$ cat src/rtl/cpu_types_pkg.sv
// Shared CPU-side types, plus the dump sequencer's state encoding and constants.
package cpu_types_pkg;

    typedef logic [31:0] word_t;
    typedef logic [15:0] dump_addr_t;

    typedef enum logic [2:0] {
        IDLE,
        ARM,
        REQ,
        WAIT,
        SHOW
    } dump_state_t;

    localparam word_t      DUMP_ERR_WORD  = 32'hBAD0BAD0;
    localparam dump_addr_t DUMP_ADDR_MASK = 16'hFFFC;
    localparam dump_addr_t DUMP_STRIDE    = 16'd4;

    // The dump window covers the low 64 KiB of the system address space.
    function automatic word_t dump_bus_addr(input dump_addr_t a);
        return {16'b0, a};
    endfunction

endpackage

$ cat src/rtl/key_debounce.sv
// Push-button synchronizer + stability filter; one-cycle pulse per accepted press.
// Press to pulse is DEBOUNCE_CYCLES + 3 cycles; releases produce nothing.
module key_debounce #(
    parameter int unsigned DEBOUNCE_CYCLES = 500000
) (
    input  logic clk_i,
    input  logic rst_n_i,
    input  logic key_n_i,
    output logic press_o
);

    localparam int CW = $clog2(DEBOUNCE_CYCLES + 1);

    logic          sync1_q;
    logic          sync2_q;
    logic          level_q;
    logic          level_prev_q;
    logic          press_q;
    logic [CW-1:0] cnt_q;

    always_ff @(posedge clk_i or negedge rst_n_i) begin
        if (!rst_n_i) begin
            sync1_q      <= 1'b1;
            sync2_q      <= 1'b1;
            level_q      <= 1'b1;
            level_prev_q <= 1'b1;
            press_q      <= 1'b0;
            cnt_q        <= '0;
        end else begin
            sync1_q      <= key_n_i;
            sync2_q      <= sync1_q;
            level_prev_q <= level_q;
            press_q      <= level_prev_q & ~level_q;
            // Any sample matching the accepted level restarts the stability run.
            if (sync2_q == level_q) begin
                cnt_q <= '0;
            end else if (cnt_q == CW'(DEBOUNCE_CYCLES - 1)) begin
                level_q <= sync2_q;
                cnt_q   <= '0;
            end else begin
                cnt_q <= cnt_q + CW'(1);
            end
        end
    end

    assign press_o = press_q;

endmodule

$ cat src/rtl/halt_dump_ctrl.sv
// Post-halt memory walker: owns the debug read port while halt is high and latches each word.
// Halt to REN 2 cycles, step to REN 1 cycle; a read waits for mem_ready up to TIMEOUT cycles.
module halt_dump_ctrl
    import cpu_types_pkg::*;
#(
    parameter int unsigned DEBOUNCE_CYCLES = 500000,
    parameter int unsigned AUTO_PERIOD     = 25000000,
    parameter int unsigned TIMEOUT         = 255
) (
    input  logic        CLK,
    input  logic        nRST,
    input  logic        halt,
    input  logic        key_n,
    input  logic        auto_en,
    input  logic [15:0] start_addr,
    input  logic        mem_ready,
    input  word_t       load,
    output logic        REN,
    output word_t       addr,
    output word_t       disp_word,
    output logic [15:0] disp_addr,
    output logic        valid,
    output logic        err
);

    localparam int TW = $clog2(TIMEOUT + 1);
    localparam int AW = $clog2(AUTO_PERIOD + 1);

    dump_state_t   state_q;
    logic          ren_q;
    dump_addr_t    cur_q;
    word_t         disp_word_q;
    dump_addr_t    disp_addr_q;
    logic          valid_q;
    logic          err_q;
    logic [TW-1:0] tmo_q;
    logic [AW-1:0] auto_cnt_q;
    logic          auto_en_q;

    logic key_press;
    logic auto_tc;
    logic step;

    key_debounce #(
        .DEBOUNCE_CYCLES(DEBOUNCE_CYCLES)
    ) u_key (
        .clk_i  (CLK),
        .rst_n_i(nRST),
        .key_n_i(key_n),
        .press_o(key_press)
    );

    // A mode flip is held off for a cycle so the timer restarts from zero.
    always_comb begin
        auto_tc = auto_en && auto_en_q && (auto_cnt_q == AW'(AUTO_PERIOD - 1));
        step    = auto_en ? auto_tc : key_press;
    end

    always_ff @(posedge CLK or negedge nRST) begin
        if (!nRST) begin
            state_q     <= IDLE;
            ren_q       <= 1'b0;
            cur_q       <= '0;
            disp_word_q <= '0;
            disp_addr_q <= '0;
            valid_q     <= 1'b0;
            err_q       <= 1'b0;
            tmo_q       <= '0;
            auto_cnt_q  <= '0;
            auto_en_q   <= 1'b0;
        end else begin
            auto_en_q <= auto_en;
            if (!halt) begin
                state_q <= IDLE;
                ren_q   <= 1'b0;
            end else begin
                case (state_q)
                    IDLE: begin
                        cur_q   <= start_addr & DUMP_ADDR_MASK;
                        state_q <= ARM;
                    end
                    ARM: begin
                        ren_q   <= 1'b1;
                        state_q <= REQ;
                    end
                    REQ: begin
                        tmo_q   <= '0;
                        state_q <= WAIT;
                    end
                    WAIT: begin
                        // mem_ready wins over a timeout landing in the same cycle.
                        if (mem_ready) begin
                            disp_word_q <= load;
                            disp_addr_q <= cur_q;
                            valid_q     <= 1'b1;
                            err_q       <= 1'b0;
                            ren_q       <= 1'b0;
                            auto_cnt_q  <= '0;
                            state_q     <= SHOW;
                        end else if (tmo_q == TW'(TIMEOUT)) begin
                            disp_word_q <= DUMP_ERR_WORD;
                            disp_addr_q <= cur_q;
                            valid_q     <= 1'b0;
                            err_q       <= 1'b1;
                            ren_q       <= 1'b0;
                            auto_cnt_q  <= '0;
                            state_q     <= SHOW;
                        end else begin
                            tmo_q <= tmo_q + TW'(1);
                        end
                    end
                    SHOW: begin
                        if (step) begin
                            cur_q   <= cur_q + DUMP_STRIDE;
                            ren_q   <= 1'b1;
                            state_q <= REQ;
                        end else if (auto_en && auto_en_q) begin
                            auto_cnt_q <= auto_cnt_q + AW'(1);
                        end else begin
                            auto_cnt_q <= '0;
                        end
                    end
                    default: begin
                        ren_q   <= 1'b0;
                        state_q <= IDLE;
                    end
                endcase
            end
        end
    end

    assign REN       = ren_q;
    assign addr      = dump_bus_addr(cur_q);
    assign disp_word = disp_word_q;
    assign disp_addr = disp_addr_q;
    assign valid     = valid_q;
    assign err       = err_q;

endmodule
$ cat config.mk
export PLATFORM = sky130hd
export DESIGN_NAME = halt_dump_ctrl
export DESIGN_NICKNAME = d
export VERILOG_FILES = /design/src/rtl/cpu_types_pkg.sv /design/src/rtl/key_debounce.sv /design/src/rtl/halt_dump_ctrl.sv
export SDC_FILE = /design/constraint.sdc
export NUM_CORES = 1
export LEC_CHECK = 0
export ABC_CLOCK_PERIOD_IN_PS = 2700
export CAP_MARGIN = 20
export CORE_UTILIZATION = 47
export CTS_CLUSTER_SIZE = 28
export DETAILED_ROUTE_END_ITERATION = 7
export PLACE_DENSITY = 0.76
export REMOVE_ABC_BUFFERS = 1
export SLEW_MARGIN = 20
export SYNTH_ARGS = -nofsm -noshare
export SYNTH_HDL_FRONTEND = slang
export SYNTH_SLANG_ARGS = --single-unit
$ cat constraint.sdc
create_clock -name CLK -period 2.7 [get_ports CLK]
set_input_delay 0.54 -clock CLK [delete_from_list [all_inputs] [get_ports CLK]]
set_output_delay 0.54 -clock CLK [all_outputs]
set_load 0.1 [all_outputs]
==> metrics.yaml, run 1 <==
placed_design:
  io_buffer_count: 114
  gp_congestion: 0.832
  hpwl_um: 9600
  dpl_worst_slack_ns: 0.207
  dp_cells: 869
die:
  pin_count: 137
  fp.dieW_um: 114
  die_area_um2: 13100
  initial_core_util_pct: 48.8
  die_h_um: 114
  rows: 40
  core-area_um2: 12200
route:
  drt_iter0_drc: 305
  antenna_left: 0
  drc_errors: 0
  viasPerCell: 5.59
  first_pass_iters: 6
  vias: 5035
  wl_per_cell_um: 15.7
  wirelength_um: 14100
cts:
  postCtsSetupRepairBufs: 0
  root_buffer: "clkbuf_16"
  cts_tree: "built"
  cts_sinks: 124
  clk_path_buf_depth: 2
  ctsHoldBuffers: 0
  numCtsBuffers: 17
  cts_resized: 0
  h-tree-depth: 4
  path_clk_slew_ns: 0.06
  clk_latency_ns: 0.41
sta:
  finalCriticalPeriod_ns: 2.27
  rsz0062_at_grt: "false"
  setup_violations: 0
  finalClockSkew_ns: 0.00800
  tightest_slew_ns: 0.798
  fmaxAchievable_mhz: 441
  period_share_pct: 83.9
  hold_violations: 0
  layout_setup_ws_ns: 0.434
  finalMaxSlewViolations: 0
  slew_headroom_pct: 46.6
  tns_ns: 0
synthesis:
  avgSynthCellArea_um2: 9.82
  ys_seq_area_share_pct: 52.3
  yosysUniqueCellTypes: 67
  synth_simple_gate_area_share_pct: 19.2
  muxShareOfSynthArea_pct: 0.358
  synth_top_cell_by_area: "dfrtp_1"
  synth_compound_area_share_pct: 18.0
  synth_cells: 605
  netlist_top_cells_count: "dfrtp_1, nand2_1, nor2_1, a31oi_1, nand3_1"
  synth_edf_count: 0
  ys_warn_count: 0
  synth_top_family_by_area: "simple AND/OR/NAND/NOR gates"
  synth_fa_ha_area_share_pct: 0.843
  yosysMostFrequentCell: "dfrtp_1"
  synthArstFlopShare_pct: 100
  netlist_area_um2: 5940
  synth_top_area_share_pct: 50.6
  ys.flop_type: "dfrtp_1"
  synth-xor-area-share_pct: 3.39
  synth_area_leaders: "dfrtp_1, nand2_1, a31oi_1"
  synth-seq-cells: 124
pwr:
  p_per_area_nw_per_um2: 1260
  ir_drop_v: 0.000578
  p_total_w: 0.00969
  p_leak_nw: 3.34
setup_path:
  r2r_end: "cur_q[4]$_DFFE_PN0P_"
  critPathKind: "reg -> reg"
  cp_max_fo: 14
  r2r_slack_ns: 0.43
  worst_setup_path_end_kind: "register"
  reg2reg_depth: 6
  critPathCapture: "cur_q[4]$_DFFE_PN0P_"
  cp-startpoint: "auto_cnt_q[0]$_DFFE_PN0P_"
  arrival_ns: 2.52
  critPathLaunchType: "register"
  cp_data_required_time_ns: 2.96
  r2r-start: "auto_cnt_q[0]$_DFFE_PN0P_"
cells_and_area:
  fin_nets: 778
  syn2layout_area_growth_pct: 29.2
  layout-drive-gt1-share_pct: 16.6
  fin_cells: 901
  diodes: 0
  fillers: 976
min_path:
  hold_path.class: "in -> async"
global_route:
  antenna_found_initial: 0
  grt_max_degree: 76
  grt_pass1_vias: 4702
  overflow: 0
  grt_util_all_layers_pct: 22.4
  grt_first_pass_wirelength_um: 23000
run_status:
  status: "finished clean"
job:
  max-cap-violations: 0
-- worst max-delay path, cell delays in order, from the launching register on --
cell and delay [ns]:
dfrtp_1 0.40, ha_1 0.27, nand4b_1 0.12, or4_4 0.47
o211ai_2 0.19, and2_1 0.49, a21oi_1 0.16
-- layer usage --
metal	track usage, %	part of all wire, %	vias up
met4	6.58	0.93	0
met1	28.6	44	2440
met3	6.46	7.2	16
met2	36.9	48	191
met5	0	0	-
li1	-	-	2388
-- logic make-up after synthesis --
group	after synthesis
adder cells (fa/ha/maj)	4
buffers and inverters	67
flip-flops	124
XOR/XNOR	23
AO/OA/AOI/OAI	152
other	1
multiplexers	2
AND/OR/NAND/NOR	232
-- per-stage QoR --
step | cell area [µm²] | hold WS, ns | utilization [%]
after detailed placement | 7030 | 0.347 | 57.8
final | 7670 | 0.0476 | 63.1
after global routing | 7670 | 0.0565 | 63.1
after global placement | 7030 | 0.346 | 57.8
after CTS | 7670 | 0.0449 | 63.1
after floorplan | 5730 | 0.244 | -
-- how the worst min path moves through the flow --
stage,slack [ns],cells past startpoint,endpoint
final,0.05,1,disp_addr[15]$_DFFE_PN0P_
after global routing,0.06,1,disp_word[18]$_DFFE_PN0P_
after CTS,0.04,1,disp_addr[15]$_DFFE_PN0P_
after detailed placement,0.35,0,u_key.sync2_q$_DFF_PN1_
after global placement,0.35,0,u_key.sync2_q$_DFF_PN1_
after floorplan,0.24,0,REN$_DFFE_PN0P_
-- registers in the layout, indices dropped and copies added (netlist names) --
register and flops:
REN 1, auto_cnt_q 25, auto_en_q 1, cur_q 14
disp_addr 14, disp_word 32, err 1, state_q 3
tmo_q 8, u_key.cnt_q 19, u_key.level_prev_q 1, u_key.level_q 1
u_key.press_o 1, u_key.sync1_q 1, u_key.sync2_q 1, valid 1
-- placed cells by master (no fill, tap or decap), types with 6 or more instances in the layout --
cell type	synthesis	final
dfrtp_1	120	120
nand2_1	81	81
buf_4	20	75
clkdlybuf4s50_1	0	50
nor2_1	42	42
a31oi_1	28	28
nand3_1	25	25
a21oi_1	23	23
o21ai_0	21	21
nor3_1	20	20
conb_1	1	20
o22a_1	18	18
inv_1	17	17
a22o_1	17	17
clkbuf_16	0	17
xnor2_1	16	16
nand4_1	9	9
and3_1	8	8
nor4_1	7	7
xor2_1	7	7
o22ai_1	6	6
-- layout make-up --
class                           count  area (µm²)  area share, %
Multi-Input combinational cell    433        2560           33.3
Sequential cell                   124        3110           40.5
Clock inverter                     12         186           2.43
Timing Repair Buffer              126        1080           14.1
Clock buffer                       20         457           5.95
Tap cell                          168         210           2.74
Inverter                           18        70.1          0.913
-- where the power goes --
part / switching, W / total [W] / internal (W) / leakage (nW)
registers: 0.000339 / 0.00264 / 0.00230 / 1.59
logic: 0.00369 / 0.00461 / 0.000920 / 1.44
clock network: 0.000839 / 0.00244 / 0.00160 / 0.303
total: 0.00487 / 0.00969 / 0.00482 / 3.34
(Power assumes the default switching activity.)
==> run 2, diff against run 1 <==
ABC_CLOCK_PERIOD_IN_PS = 2100   (was 2700)
clock period = 2.1 ns   (was 2.7 ns; I/O delays follow)
==> run 2 against run 1 <==
  * First-iteration DRC count grew 11%
  * Maximum frequency grew 14%
  * Combinational power grew 30%
  * Total power grew 24%
  * Sequential share of layout area shrank 1.4 points
  * Cell area grew 3.5%
  * Via count grew 2.0%
  * Register-to-register slack lost 0.32 ns
  * Critical path type unchanged
  * Largest power group unchanged
==> metrics.yaml, run 2 (same netlist as run 1, synthesis figures left out) <==
run_status:
  status: "finished clean"  # unchanged
setup_path:
  critPathKind: "reg -> reg"  # unchanged
  crit_slowest_cell: "or4_4"  # was and2_1
  crit_path_max_incr_delay_ns: 0.59  # was 0.49 ns
  critPathLaunchType: "register"  # unchanged
  path_buf_inv: 1  # was 0
  cp_top_family: "simple AND/OR/NAND/NOR gates"  # unchanged
  crit_chain: "nand4_1 -> or4_4 -> o21ai_2 -> a22o_4 -> inv_4 -> a31oi_1"  # was ha_1 -> nand4b_1 -> or4_4 -> o211ai_2 -> and2_1 -> a21oi_1
  arrival_ns: 2.31  # was 2.52 ns
  cp_data_required_time_ns: 2.42  # was 2.96 ns
  worst_setup_path_end_kind: "register"  # unchanged
  cp_max_fo: 17  # was 14
route:
  wirelength_um: 14300  # was 14100 µm
  topRoutingLayerUsed: "met4"  # unchanged
  drc_errors: 0  # unchanged
  first_pass_iters: 5  # was 6
  met2WireLength_um: 6780  # was 6760 µm
  met1_length_um: 6380  # was 6230 µm
  wl_per_cell_um: 15.2  # was 15.7 µm
  antenna_left: 0  # unchanged
  vias: 5134  # was 5035
  drt_iter0_drc: 339  # was 305
  wl_met3_um: 953  # was 1010 µm
  viasPerCell: 5.48  # was 5.59
sta:
  finalMaxSlewViolations: 0  # unchanged
  tightest_slew_ns: 0.563  # was 0.798 ns
  setup_violations: 0  # unchanged
  finalCriticalPeriod_ns: 1.99  # was 2.27 ns
  fin_hold_ws_ns: 0.357  # was 0.0476 ns
  rsz0062_at_grt: "false"  # unchanged
  period_share_pct: 94.7  # was 83.9%
  hold_violations: 0  # unchanged
  slew_headroom_pct: 62.1  # was 46.6%
  finalClockSkew_ns: 0.00772  # was 0.00800 ns
  fmaxAchievable_mhz: 503  # was 441 MHz
  layout_setup_ws_ns: 0.111  # was 0.434 ns
job:
  max-cap-violations: 0  # unchanged
cts:
  cts_sinks: 124  # unchanged
  path_clk_slew_ns: 0.05  # was 0.06 ns
  root_buffer: "clkbuf_16"  # unchanged
  clk_latency_ns: 0.42  # was 0.41 ns
  clk_path_buf_depth: 2  # unchanged
  numCtsBuffers: 17  # unchanged
  h-tree-depth: 4  # unchanged
  cts_tree: "built"  # unchanged
cells_and_area:
  layout-drive-gt1-share_pct: 20.8  # was 16.6%
  fin_nets: 815  # was 778
  layout_common_cells: "dfrtp_1, buf_4, nand2_1, clkdlybuf4s50_1, nor2_1"  # was dfrtp_1, nand2_1, buf_4, clkdlybuf4s50_1, nor2_1
  final_common_cell: "dfrtp_1"  # unchanged
  syn2layout_area_growth_pct: 33.8  # was 29.2%
  diodes: 0  # unchanged
  largest_reg_flops: 32  # unchanged
die:
  die_h_um: 114  # unchanged
  core-area_um2: 12200  # unchanged
  fp.dieW_um: 114  # unchanged
  pin_count: 137  # unchanged
  initial_core_util_pct: 48.8  # unchanged
  die_area_um2: 13100  # unchanged
  rows: 40  # unchanged
global_route:
  grt_max_degree: 45  # was 76
  antenna_found_initial: 0  # unchanged
  grt_pass1_vias: 4894  # was 4702
  overflow: 0  # unchanged
  grt_util_all_layers_pct: 23.0  # was 22.4%
  grt_first_pass_wirelength_um: 23500  # was 23000 µm
min_path:
  hold_path.class: "reg -> reg"  # was in -> async
pwr:
  ir_drop_v: 0.000870  # was 0.000578 V
  p_leak_nw: 3.48  # was 3.34 nW
  p_per_area_nw_per_um2: 1520  # was 1260 nW/µm²
placed_design:
  gp_congestion: 0.831  # was 0.832
  io_buffer_count: 114  # unchanged
  dpl_worst_slack_ns: -0.130  # was 0.207 ns
  hpwl_um: 9980  # was 9600 µm
run 2: what timing repair did:
| item | CTS | global route |
|---|---|---|
| setup endpoints to repair | 0 | 15 |
| hold buffers | 1 | 0 |
| setup buffers | 0 | 1 |
| resized for setup | 0 | 6 |
| hold endpoints to repair | 21 | 0 |
run 2: path summary, 6_finish.rpt:
kind	startpoint	endpoint	slack (ns)	cells past startpoint
max	auto_cnt_q[20]$_DFFE_PN0P_	auto_cnt_q[9]$_DFFE_PN0P_	0.11	6
min	u_key.sync1_q$_DFF_PN1_	u_key.sync2_q$_DFF_PN1_	0.36	0
max reg2reg	auto_cnt_q[20]$_DFFE_PN0P_	auto_cnt_q[9]$_DFFE_PN0P_	0.11	6
min reg2reg	u_key.sync1_q$_DFF_PN1_	u_key.sync2_q$_DFF_PN1_	0.36	0
max in group asynchronous	nRST	auto_cnt_q[24]$_DFFE_PN0P_	1.02	3
min in group asynchronous	nRST	disp_addr[15]$_DFFE_PN0P_	0.45	2
run 2: worst register-to-register path, stage by stage, from the launching register on:
cell     delay [ns]
dfrtp_1        0.41
nand4_1        0.17
or4_4          0.59
o21ai_2        0.20
a22o_4         0.21
inv_4          0.12
a31oi_1        0.21
run 2: power breakdown:
| group | internal [W] | total, W | switching, W |
|---|---|---|---|
| clock network | 0.00164 | 0.00268 | 0.00103 |
| registers | 0.00296 | 0.00339 | 0.000428 |
| logic | 0.00124 | 0.00600 | 0.00476 |
| total | 0.00584 | 0.0121 | 0.00622 |
run 2: metal layers:
| metal | global-route usage [%] | vias up |
|---|---|---|
| met5 | 0 | - |
| met4 | 7.71 | 0 |
| met3 | 7.20 | 17 |
| met2 | 37.5 | 182 |
| met1 | 29.1 | 2484 |
| li1 | - | 2451 |
run 2: through the flow:
stage | instance area, µm² | TNS, ns | cells | power (W) | utilization [%]
floorplan | 5730 | -17.16 | 575 | 0.00803 | -
global placement | 7360 | -1.54 | 904 | 0.00935 | 60.5
detailed placement | 7360 | -1.68 | 904 | 0.00943 | 60.5
CTS | 7910 | 0 | 936 | 0.0121 | 65.1
global route | 7950 | 0 | 937 | 0.0125 | 65.3
finish | 7950 | 0 | 937 | 0.0121 | 65.3
run 2: layout make-up:
class / count / area [µm²]
Fill cell: 940 / 4220
Clock inverter: 10 / 95.1
Inverter: 18 / 70.1
Tap cell: 168 / 210
Timing Repair Buffer: 163 / 1430
Sequential cell: 124 / 3110
Multi-Input combinational cell: 433 / 2580
Clock buffer: 21 / 450
